[src/rtl/led_frame_sequencer.sv]
// Frame sequencer for the LED-strip transmit path: walks the LED index, paces each bit,
// and strobes load/shift for the 24-bit shift register. Ends every frame with the latch gap.
module led_frame_sequencer #(
  parameter int N_LEDS       = 8,
  parameter int BITS_PER_LED = 24,
  parameter int BIT_CLKS     = 63,
  parameter int RESET_CLKS   = 250,
  localparam int LED_W = (N_LEDS > 1) ? $clog2(N_LEDS) : 1
) (
  input  logic             clk,
  input  logic             rst_n,
  input  logic             start,
  input  logic             auto_repeat,
  input  logic             abort,
  output logic [LED_W-1:0] led_sel,
  output logic             load,
  output logic             shift_en,
  output logic             bit_start,
  output logic             latch_active,
  output logic             busy,
  output logic             frame_done
);

  localparam int CLK_W = (BIT_CLKS > 1) ? $clog2(BIT_CLKS) : 1;
  localparam int BIT_W = (BITS_PER_LED > 1) ? $clog2(BITS_PER_LED) : 1;
  localparam int LAT_W = (RESET_CLKS > 1) ? $clog2(RESET_CLKS) : 1;

  localparam logic [LED_W-1:0] LED_LAST = LED_W'(N_LEDS - 1);
  localparam logic [CLK_W-1:0] CLK_LAST = CLK_W'(BIT_CLKS - 1);
  localparam logic [BIT_W-1:0] BIT_LAST = BIT_W'(BITS_PER_LED - 1);
  localparam logic [LAT_W-1:0] LAT_LAST = LAT_W'(RESET_CLKS - 1);

  typedef enum logic [1:0] {
    ST_IDLE  = 2'd0,
    ST_LOAD  = 2'd1,
    ST_SHIFT = 2'd2,
    ST_LATCH = 2'd3
  } state_t;

  state_t             state_q, state_d;
  logic [LED_W-1:0]   led_sel_q, led_sel_d;
  logic [CLK_W-1:0]   clk_cnt_q, clk_cnt_d;
  logic [BIT_W-1:0]   bit_cnt_q, bit_cnt_d;
  logic [LAT_W-1:0]   lat_cnt_q, lat_cnt_d;
  logic               abort_flag_q, abort_flag_d;
  logic               load_q, load_d;
  logic               shift_en_q, shift_en_d;
  logic               bit_start_q, bit_start_d;
  logic               latch_active_q, latch_active_d;
  logic               busy_q, busy_d;
  logic               frame_done_q, frame_done_d;

  // Next-state and counter update; abort always takes precedence over bit/LED boundaries.
  always_comb begin
    state_d      = state_q;
    led_sel_d    = led_sel_q;
    clk_cnt_d    = clk_cnt_q;
    bit_cnt_d    = bit_cnt_q;
    lat_cnt_d    = lat_cnt_q;
    abort_flag_d = abort_flag_q;
    unique case (state_q)
      ST_IDLE: begin
        if (start) begin
          state_d   = ST_LOAD;
          led_sel_d = '0;
        end else begin
          state_d = ST_IDLE;
        end
      end
      ST_LOAD, ST_SHIFT: begin
        if (abort) begin
          state_d      = ST_LATCH;
          led_sel_d    = '0;
          clk_cnt_d    = '0;
          bit_cnt_d    = '0;
          lat_cnt_d    = '0;
          abort_flag_d = 1'b1;
        end else if (state_q == ST_LOAD) begin
          state_d   = ST_SHIFT;
          clk_cnt_d = '0;
          bit_cnt_d = '0;
        end else if (clk_cnt_q != CLK_LAST) begin
          clk_cnt_d = clk_cnt_q + CLK_W'(1);
        end else if (bit_cnt_q != BIT_LAST) begin
          clk_cnt_d = '0;
          bit_cnt_d = bit_cnt_q + BIT_W'(1);
        end else if (led_sel_q != LED_LAST) begin
          clk_cnt_d = '0;
          bit_cnt_d = '0;
          led_sel_d = led_sel_q + LED_W'(1);
          state_d   = ST_LOAD;
        end else begin
          clk_cnt_d = '0;
          bit_cnt_d = '0;
          led_sel_d = '0;
          lat_cnt_d = '0;
          state_d   = ST_LATCH;
        end
      end
      ST_LATCH: begin
        if (lat_cnt_q == LAT_LAST) begin
          lat_cnt_d    = '0;
          abort_flag_d = 1'b0;
          state_d      = (auto_repeat && !abort_flag_q) ? ST_LOAD : ST_IDLE;
        end else begin
          lat_cnt_d = lat_cnt_q + LAT_W'(1);
        end
      end
      default: begin
        state_d      = ST_IDLE;
        led_sel_d    = '0;
        clk_cnt_d    = '0;
        bit_cnt_d    = '0;
        lat_cnt_d    = '0;
        abort_flag_d = 1'b0;
      end
    endcase
  end

  // Outputs are decoded from the next state so the registered copies line up with the state they describe.
  always_comb begin
    load_d         = (state_d == ST_LOAD);
    bit_start_d    = (state_d == ST_SHIFT) && (clk_cnt_d == '0);
    shift_en_d     = (state_d == ST_SHIFT) && (clk_cnt_d == CLK_LAST);
    latch_active_d = (state_d == ST_LATCH);
    busy_d         = (state_d != ST_IDLE);
    frame_done_d   = (state_d == ST_LATCH) && (lat_cnt_d == LAT_LAST);
  end

  // State, counters and registered outputs.
  always_ff @(posedge clk or negedge rst_n) begin
    if (!rst_n) begin
      state_q        <= ST_IDLE;
      led_sel_q      <= '0;
      clk_cnt_q      <= '0;
      bit_cnt_q      <= '0;
      lat_cnt_q      <= '0;
      abort_flag_q   <= 1'b0;
      load_q         <= 1'b0;
      shift_en_q     <= 1'b0;
      bit_start_q    <= 1'b0;
      latch_active_q <= 1'b0;
      busy_q         <= 1'b0;
      frame_done_q   <= 1'b0;
    end else begin
      state_q        <= state_d;
      led_sel_q      <= led_sel_d;
      clk_cnt_q      <= clk_cnt_d;
      bit_cnt_q      <= bit_cnt_d;
      lat_cnt_q      <= lat_cnt_d;
      abort_flag_q   <= abort_flag_d;
      load_q         <= load_d;
      shift_en_q     <= shift_en_d;
      bit_start_q    <= bit_start_d;
      latch_active_q <= latch_active_d;
      busy_q         <= busy_d;
      frame_done_q   <= frame_done_d;
    end
  end

  assign led_sel      = led_sel_q;
  assign load         = load_q;
  assign shift_en     = shift_en_q;
  assign bit_start    = bit_start_q;
  assign latch_active = latch_active_q;
  assign busy         = busy_q;
  assign frame_done   = frame_done_q;

endmodule

[config.mk]
export PLATFORM = sky130hd
export DESIGN_NAME = led_frame_sequencer
export DESIGN_NICKNAME = d
export VERILOG_FILES = /design/src/rtl/led_frame_sequencer.sv
export SDC_FILE = /design/constraint.sdc
export NUM_CORES = 1
export LEC_CHECK = 0
export BUFFER_PORTS_ARGS = -buffer_cell sky130_fd_sc_hd__buf_4
export CORE_ASPECT_RATIO = 0.7
export CORE_MARGIN = 2
export CORE_UTILIZATION = 60
export DETAILED_ROUTE_END_ITERATION = 10
export MAX_ROUTING_LAYER = met4
export PLACE_DENSITY = 0.8
export SETUP_SLACK_MARGIN = 0.3
export SLEW_MARGIN = 20
export SYNTH_ARGS = -nofsm -noshare
export SYNTH_HDL_FRONTEND = slang
export SYNTH_SLANG_ARGS = --single-unit
[constraint.sdc]
create_clock -name clk -period 3 [get_ports clk]
set_clock_uncertainty 0.05 [all_clocks]
set_input_delay 0.15 -clock clk [delete_from_list [all_inputs] [get_ports clk]]
set_output_delay 0.15 -clock clk [all_outputs]
set_load 0.1 [all_outputs]
==> impl_metrics.json, run 1 <==
{
  "antenna_found_initial": 0,
  "crit_required_ns": 3.13,
  "firstDrtPassIters": 5,
  "synth_fa_ha_area_share_pct": 6.146,
  "overflow": 0,
  "htree_levels": 2,
  "rrSetupSlack_ns": 0.58,
  "drc": 0,
  "cts_buffers": 5,
  "clock_latency_ns": 0.27,
  "portBuffers": 13,
  "hold_depth": 3,
  "met2WireLength_microns": 1743,
  "grt_pass1_wl_microns": 7203,
  "r2r-start": "state_q[0]",
  "setup_viol": 0,
  "fin_crit_ns": 2.418,
  "cp.arrival_ns": 2.54,
  "synth_simple_gate_area_share_pct": 23.05,
  "drv_slew": 0,
  "synth_most_common_cell": "dfrtp_1",
  "crit_type": "reg2reg",
  "clk_pin_slew_ns": 0.06,
  "crit_path_end_kind": "register",
  "core-area_sq_um": 3191,
  "hold_end": "state_q[0]",
  "yosysWarnings": 0,
  "vdd_ir_drop_max_uv": 836.1,
  "status": "finished clean",
  "fp.dieW_microns": 73.62,
  "track_usage_pct": 25.33,
  "finalHoldViolations": 0,
  "rsz0062_at_grt": "false",
  "met1Wirelength_microns": 2284,
  "dieHeight_microns": 52.74,
  "tightest_slew_ns": 0.5309,
  "synth_cell_type_count": 65,
  "netlist_area_sq_um": 2036,
  "top_layer_used": "met4",
  "synth_area_leader_cell": "dfrtp_1",
  "synth_area_leaders": "dfrtp_1 (38%), ha_1 (6.1%), a21oi_1 (3.2%), o21ai_0 (3.2%), inv_1 (2.4%)",
  "diodes": 0,
  "synthCells": 206,
  "synth_xor_area_share_pct": 1.291,
  "fin_tns_setup_ns": 0,
  "synth_top_family_by_area": "simple AND/OR/NAND/NOR gates",
  "ys_seq_elements": 31,
  "period_share_pct": 80.59,
  "via_per_inst": 6.581,
  "hp-start": "start",
  "place_inst": 249,
  "yosysSeqAreaShare_pct": 38.11,
  "synth-edff-count": 0,
  "ff2ff_path_depth": 6,
  "dp_hpwl_microns": 3239,
  "avgSynthCellArea_sq_um": 9.882,
  "path_max_fanout": 11,
  "max_freq_ghz": 0.4136,
  "cap_violations": 0,
  "num_rows": 17,
  "cts.path.max_buffers": 2,
  "max_slew_margin_pct": 64.28,
  "async_flop_share_pct": 100.0,
  "drive_gt1_share_pct": 15.91,
  "num-nets-final": 234,
  "cts_root_buffer": "clkbuf_8",
  "syn_nets": 221,
  "muxShareOfSynthArea_pct": 2.520,
  "grt_max_degree": 32,
  "gp_congestion": 1.068,
  "wl_met3_microns": 309,
  "leakagePower_nw": 0.9700,
  "hp-class": "in2reg",
  "grt_pass1_vias": 1465,
  "layout.cells.non_filler": 258,
  "r2r_end": "frame_done",
  "power_density_nw_per_um2": 950.5,
  "synthTopCellsByCount": "dfrtp_1 (31), a21oi_1 (13), inv_1 (13), o21ai_0 (13), nand2_1 (12)",
  "initial_core_util_pct": 63.80,
  "wl_per_cell_microns": 16.91,
  "drt_iter0_markers": 143,
  "ys.flop_type": "dfrtp_1",
  "synth_top_area_share_pct": 38.11,
  "detail-route-antenna-nets": 0,
  "dieArea_sq_um": 3882,
  "wirelength_microns": 4364,
  "tritoncts": "built",
  "syn_to_final_growth_pct": 8.113,
  "cp-start-kind": "register",
  "io_pins": 14,
  "vias": 1698,
  "clock-sinks": 31,
  "synth_compound_area_share_pct": 22.86
}
==> critical path, stage by stage (launching register included) <==
cell and delay [ns]:
dfrtp_1 0.47, ha_1 0.46, nor2b_1 0.32, o21ai_1 0.22, o221ai_2 0.27, a21boi_1 0.28, nor4b_2 0.25
==> through the flow <==
step	utilization (%)	power, mW	cell area [sq um]	hold slack (ns)	setup slack (ns)
floorplan	-	1.558	2036	-0.1956	0.6031
global placement	66.04	1.723	2107	0.05172	0.6255
detailed placement	66.04	1.759	2107	0.05646	0.5081
CTS	68.90	2.075	2198	0.1690	0.4709
global route	68.98	2.226	2201	0.1969	0.4128
finish	68.98	2.092	2201	0.1983	0.5823
==> worst max path at each step <==
stage	startpoint	to	slack [ns]	cells after the start
3_3_place_gp	state_q[0]	shift_en	0.63	7
6_report	state_q[0]	frame_done	0.58	6
4_1_cts	state_q[0]	frame_done	0.47	7
2_1_floorplan	led_sel[0]	frame_done	0.60	7
5_1_grt	state_q[1]	shift_en	0.41	7
3_5_place_dp	state_q[0]	shift_en	0.51	7
==> registers in the layout (all words and copies together), names as in the netlist <==
signal	count
lat_cnt_q	8
abort_flag_q	1
bit_cnt_q	5
busy	1
bit_start	1
clk_cnt_q	6
latch_active	1
load	1
frame_done	1
state_q	2
shift_en	1
led_sel	3
==> cell usage in the layout, fill, tap and decap left out, types with 2 or more instances in the layout <==
cell type / instances
o31ai_1: 4
clkbuf_8: 5
o21ai_2: 3
buf_4: 13
nor2_1: 5
a31oi_1: 3
a211oi_1: 2
and3_1: 4
nand4b_1: 3
nand2b_1: 7
dfrtp_1: 31
a41oi_1: 3
nand4_1: 4
nand3_1: 5
nor4_1: 2
o221ai_1: 2
a21oi_1: 13
xnor2_1: 2
a21o_1: 3
inv_1: 13
nand3b_1: 2
mux2i_1: 4
nor2b_1: 6
and4b_1: 2
and4_1: 3
clkbuf_1: 2
o22ai_1: 2
nand2_1: 12
o21ai_0: 13
nor3_1: 4
ha_1: 9
==> routing by layer <==
metal | global-route usage [%] | vias to the layer above
met5 | - | -
met2 | 32.74 | 67
met1 | 40.15 | 819
met4 | 4.242 | 0
li1 | - | 808
met3 | 5.577 | 4
==> logic make-up after synthesis <==
kind of cell             after synthesis
buffers and inverters                 21
flip-flops                            31
adder cells (fa/ha/maj)               10
AND/OR/NAND/NOR                       73
AO/OA/AOI/OAI                         63
multiplexers                           5
XOR/XNOR                               3
==> where the power goes <==
group / internal (mW) / switching, mW / total [mW]
Combinational: 0.381 / 0.787 / 1.17
Clock: 0.163 / 0.147 / 0.309
Sequential: 0.511 / 0.104 / 0.615
==> repair_timing <==
action | 4_1_cts | 5_1_grt
hold endpoints to repair | 31 | 0
setup endpoints to repair | 0 | 1
hold buffers | 1 | 0
resized for setup | 0 | 1
buffers inserted | 0 | 0
==> cell type report <==
cell class	count	area [sq um]
multi-input cells	154	1140
fillers	245	989.7
clock inverters	1	5.005
well taps	38	47.55
clock buffers	7	76.32
flip-flops and latches	31	775.7
repair buffers	14	107.6
inverters	13	48.80
Note: power is estimated with default switching activity, not from simulation.
==> run 2, diff against run 1 <==
clock period = 2.3 ns   (was 3 ns; I/O delays follow)
==> impl_metrics.json, run 2 (synthesis gave the netlist of run 1 again) <==
{
  "status": "finished clean",
  "drv_slew": 0,
  "max_freq_ghz": 0.4747,
  "tightest_slew_ns": 0.5345,
  "internal_power_mw": 1.806,
  "dieHeight_microns": 52.74,
  "overflow": 0,
  "max_slew_margin_pct": 63.88,
  "multi_input_comb_area_sq_um": 1331,
  "leakagePower_nw": 1.100,
  "path_buf_inv": 1,
  "cp.arrival_ns": 2.20,
  "power_frac_comb_pct": 64.6,
  "fin_crit_ns": 2.107,
  "syn_to_final_growth_pct": 26.86,
  "vdd_ir_drop_max_uv": 1183,
  "grt_max_degree": 32,
  "initial_core_util_pct": 63.80,
  "largest_reg_flops": 8,
  "crit_path_end_kind": "register",
  "hp-class": "in2reg",
  "setup_viol": 0,
  "cap_violations": 0,
  "diodes": 0,
  "power_density_nw_per_um2": 1357,
  "antenna_found_initial": 0,
  "track_usage_pct": 30.70,
  "dieArea_sq_um": 3882,
  "portBuffers": 13,
  "clock-sinks": 31,
  "crit_type": "reg2reg",
  "p_clk_share_pct": 11.5,
  "detail-route-antenna-nets": 0,
  "core-area_sq_um": 3191,
  "crit_chain": "inv_2 > ha_2 > or2_2 > a41oi_2 > o221ai_2 > a21boi_2 > nor4b_2",
  "wirelength_microns": 5999,
  "grt_pass1_vias": 1780,
  "num_rows": 17,
  "cts.path.max_buffers": 2,
  "clock_latency_ns": 0.28,
  "final_cell_mix": "buf_4 (36), dfrtp_1 (21), o21ai_0 (12), a21oi_1 (12), inv_1 (11)",
  "cp_slowest_cell": "dfrtp_1",
  "firstDrtPassIters": 5,
  "drive_gt1_share_pct": 38.27,
  "nFillCells": 176,
  "clk_pin_slew_ns": 0.06,
  "seqCellArea_sq_um": 793.3,
  "cts_root_buffer": "clkbuf_8",
  "crit_family": "compound AO/OA/AOI/OAI gates",
  "finalHoldViolations": 0,
  "path_max_fanout": 6,
  "drt_iter0_markers": 239,
  "period_share_pct": 91.60,
  "drc": 0,
  "wl_per_cell_microns": 21.35,
  "rsz0062_at_grt": "true",
  "crit_required_ns": 2.40,
  "rrSetupSlack_ns": 0.19,
  "io_pins": 14,
  "num-nets-final": 257,
  "p_sw_share_pct": 48.48,
  "place_inst": 255,
  "crit_path_max_incr_delay_ns": 0.40,
  "cp-start-kind": "register",
  "fp.dieW_microns": 73.62,
  "largestRegisters": "lat_cnt_q (8), clk_cnt_q (6), bit_cnt_q (5)",
  "dp_hpwl_microns": 3444,
  "via_per_inst": 7.157,
  "htree_levels": 2,
  "grt_pass1_wl_microns": 8714,
  "vias": 2011,
  "largest_register": "lat_cnt_q",
  "power_frac_seq_pct": 23.9,
  "layout_commonest_cell": "buf_4",
  "fin_tns_setup_ns": 0,
  "switchingPower_mw": 1.699,
  "layout.cells.non_filler": 281,
  "cts_buffers": 5,
  "gp_congestion": 1.014,
  "tritoncts": "built"
}
[run 2: cell count changes in the layout (fill, tap and decap cells not counted), moves of 4 or more]
| cell | change |
|---|---|
| buf_4 | +23 |
| dfrtp_1 | -10 |
| dfrtp_2 | +8 |
| ha_1 | -5 |
| ha_4 | +4 |
[run 2: final timing paths]
check                             startpoint           end  cells after the start
max in group asynchronous              rst_n    led_sel[0]                      2
worst min-delay path                   start    state_q[0]                      3
min in group asynchronous              rst_n  lat_cnt_q[6]                      2
worst min register to register  bit_cnt_q[3]  bit_cnt_q[3]                      1
worst max-delay path              state_q[1]    frame_done                      7
worst max register to register    state_q[1]    frame_done                      7
[run 2: layer usage]
metal | up-vias | track usage, % | part of all wire [%]
met5 | - | - | 0
li1 | 856 | - | -
met1 | 940 | 44.31 | 41
met4 | 0 | 10.30 | 4.9
met3 | 48 | 6.923 | 11
met2 | 167 | 42.56 | 43
[run 2: what timing repair did]
action                     in CTS  in global routing
hold endpoints to repair       31                  0
gates cloned                    0                  0
gates resized for setup        22                 23
setup endpoints to repair      12                 15
hold buffers                    1                  0
setup buffers                  10                  7
pin swaps                       8                 11
[run 2: cell type report]
| type | count | area share [%] |
|---|---|---|
| multi-input combinational | 154 | 51.55 |
| sequential | 31 | 30.72 |
| timing repair buffer | 37 | 10.85 |
| clock buffer | 7 | 2.955 |
| inverter | 13 | 1.890 |
| tap | 38 | 1.841 |
| clock inverter | 1 | 0.1938 |
[run 2: per-stage QoR]
step	power (mW)	setup slack (ns)	utilization [%]	hold WS [ns]	area [sq um]
global route	3.674	0.1217	80.94	0.2133	2582
detailed placement	2.423	0.07633	67.80	0.01963	2163
floorplan	2.055	0.2944	-	-0.2306	2051
global placement	2.358	0.1798	67.80	0.01488	2163
finish	3.504	0.1933	80.94	0.2003	2582
CTS	3.190	0.2833	75.84	0.1660	2420
[run 2: power groups by stage]
stage	Combinational [mW]	Sequential (mW)	Clock [mW]
6_report	2.26	0.836	0.404
5_1_grt	2.39	0.852	0.434
4_1_cts	1.98	0.808	0.403
3_5_place_dp	1.61	0.817	0
3_3_place_gp	1.55	0.809	0
2_1_floorplan	1.00	1.05	0
[run 2: worst register-to-register path, delay by kind of cell, from the launching register on]
| kind | cells | cell delay [ns] |
|---|---|---|
| buffers and inverters | 1 | 0.09 |
| AO/OA/AOI/OAI | 3 | 0.66 |
| flip-flops | 1 | 0.40 |
| adder cells (fa/ha/maj) | 1 | 0.24 |
| AND/OR/NAND/NOR | 2 | 0.55 |
==> run 3, diff against run 2 <==
CORE_MARGIN = not set   (was 2)
CORE_UTILIZATION = 65   (was 60)
PLACE_DENSITY = 0.86   (was 0.8)
clock period = 2.5 ns   (was 2.3 ns; I/O delays follow)
==> impl_metrics.json, run 3 (synthesis gave the netlist of run 1 again) <==
{
  "finalHoldViolations": 0,
  "status": "finished clean",
  "final_cell_mix": "dfrtp_1 (25), buf_4 (23), o21ai_0 (13)",
  "hp-class": "in2reg",
  "grt_pass1_vias": 1695,
  "whs_ns": 0.2026,
  "nFillCells": 147,
  "drc": 0,
  "p_total_mw": 3.160,
  "largestRegisters": "lat_cnt_q (8), clk_cnt_q (6), bit_cnt_q (5)",
  "firstDrtPassIters": 5,
  "cts.path.max_buffers": 2,
  "dieArea_sq_um": 3363,
  "max_freq_ghz": 0.4560,
  "cp-start-kind": "register",
  "gp_congestion": 1.014,
  "antenna_found_initial": 0,
  "core-area_sq_um": 2883,
  "cap_violations": 0,
  "power_density_nw_per_um2": 1290,
  "leakagePower_nw": 1.052,
  "crit_path_max_incr_delay_ns": 0.58,
  "crit_chain": "and4_2 > nand2_1 > a311oi_2 > a21oi_1 > or2_1",
  "largest_reg_flops": 8,
  "dieHeight_microns": 48.82,
  "cp.arrival_ns": 2.31,
  "setup_viol": 0,
  "htree_levels": 2,
  "crit_path_end_kind": "register",
  "detail-route-antenna-nets": 0,
  "num-nets-final": 244,
  "rrSetupSlack_ns": 0.31,
  "overflow": 0,
  "syn_to_final_growth_pct": 20.34,
  "fin_tns_setup_ns": 0,
  "wl_per_cell_microns": 21.44,
  "utilization_pct": 84.98,
  "initial_core_util_pct": 70.62,
  "max_slew_margin_pct": 69.34,
  "num_rows": 16,
  "cts_root_buffer": "clkbuf_8",
  "diodes": 0,
  "drv_slew": 0,
  "crit_required_ns": 2.62,
  "cp_slowest_cell": "dfrtp_1",
  "track_usage_pct": 36.29,
  "drt_iter0_markers": 213,
  "tightest_slew_ns": 0.4599,
  "cts_buffers": 5,
  "crit_type": "reg2reg",
  "fp.dieW_microns": 68.89,
  "largest_register": "lat_cnt_q",
  "layout_commonest_cell": "dfrtp_1",
  "clk_pin_slew_ns": 0.07,
  "fin_crit_ns": 2.193,
  "wirelength_microns": 5703,
  "tritoncts": "built",
  "clock_latency_ns": 0.29,
  "clock-sinks": 31,
  "dp_hpwl_microns": 3532,
  "grt_max_degree": 32,
  "vias": 1863,
  "portBuffers": 13,
  "path_max_fanout": 11,
  "rsz0062_at_grt": "true",
  "via_per_inst": 7.004,
  "drive_gt1_share_pct": 31.30,
  "io_pins": 14,
  "vdd_ir_drop_max_uv": 951.1,
  "grt_pass1_wl_microns": 8521,
  "period_share_pct": 87.72
}
run 3: timing repair:
item,4_1_cts,5_1_grt
gates resized for setup,6,24
setup buffers,2,5
setup endpoints to repair,7,9
pin swaps,1,3
hold endpoints to repair,31,0
hold buffers,1,0
run 3: layer usage:
layer / vias to the layer above / share of wire, % / global-route usage (%)
li1: 829 / - / -
met1: 869 / 41 / 51.22
met2: 141 / 44 / 49.51
met3: 24 / 12 / 11.92
met4: 0 / 3.4 / 10.54
met5: - / 0 / -
run 3: area by class of cell:
type / count / area, sq um / share of cell area (%)
Multi-Input combinational cell: 154 / 1272 / 51.94
Sequential cell: 31 / 783.3 / 31.97
Timing Repair Buffer: 24 / 182.7 / 7.457
Clock buffer: 6 / 82.58 / 3.371
Inverter: 13 / 48.80 / 1.992
Tap cell: 36 / 45.04 / 1.839
Clock inverter: 2 / 35.03 / 1.430
run 3: metrics by stage:
stage / setup WS, ns / std cells / area [sq um]
after floorplan: 0.3920 / 206 / 2039
after global placement: 0.3042 / 250 / 2131
after detailed placement: 0.2169 / 250 / 2131
after CTS: 0.2666 / 261 / 2296
after global routing: 0.2120 / 266 / 2450
final: 0.3071 / 266 / 2450
run 3: power by group:
part	internal (mW)	switching, mW
clock network	0.322	0.190
registers	0.620	0.142
logic	0.683	1.20
run 3: path summary, 6_finish.rpt:
| kind | startpoint | endpoint | cells after the start |
|---|---|---|---|
| min in group asynchronous | rst_n | bit_cnt_q[1] | 2 |
| worst min-delay path | abort | abort_flag_q | 3 |
| worst min register to register | bit_cnt_q[3] | bit_cnt_q[3] | 1 |
| worst max register to register | lat_cnt_q[4] | busy | 5 |
| max in group asynchronous | rst_n | lat_cnt_q[0] | 2 |
| worst max-delay path | lat_cnt_q[4] | busy | 5 |
run 3: worst max-delay path: cells and delay by family, from the launching register on:
| kind | cells | cell delay [ns] |
|---|---|---|
| simple gates | 3 | 0.75 |
| flops | 1 | 0.58 |
| compound gates | 2 | 0.68 |
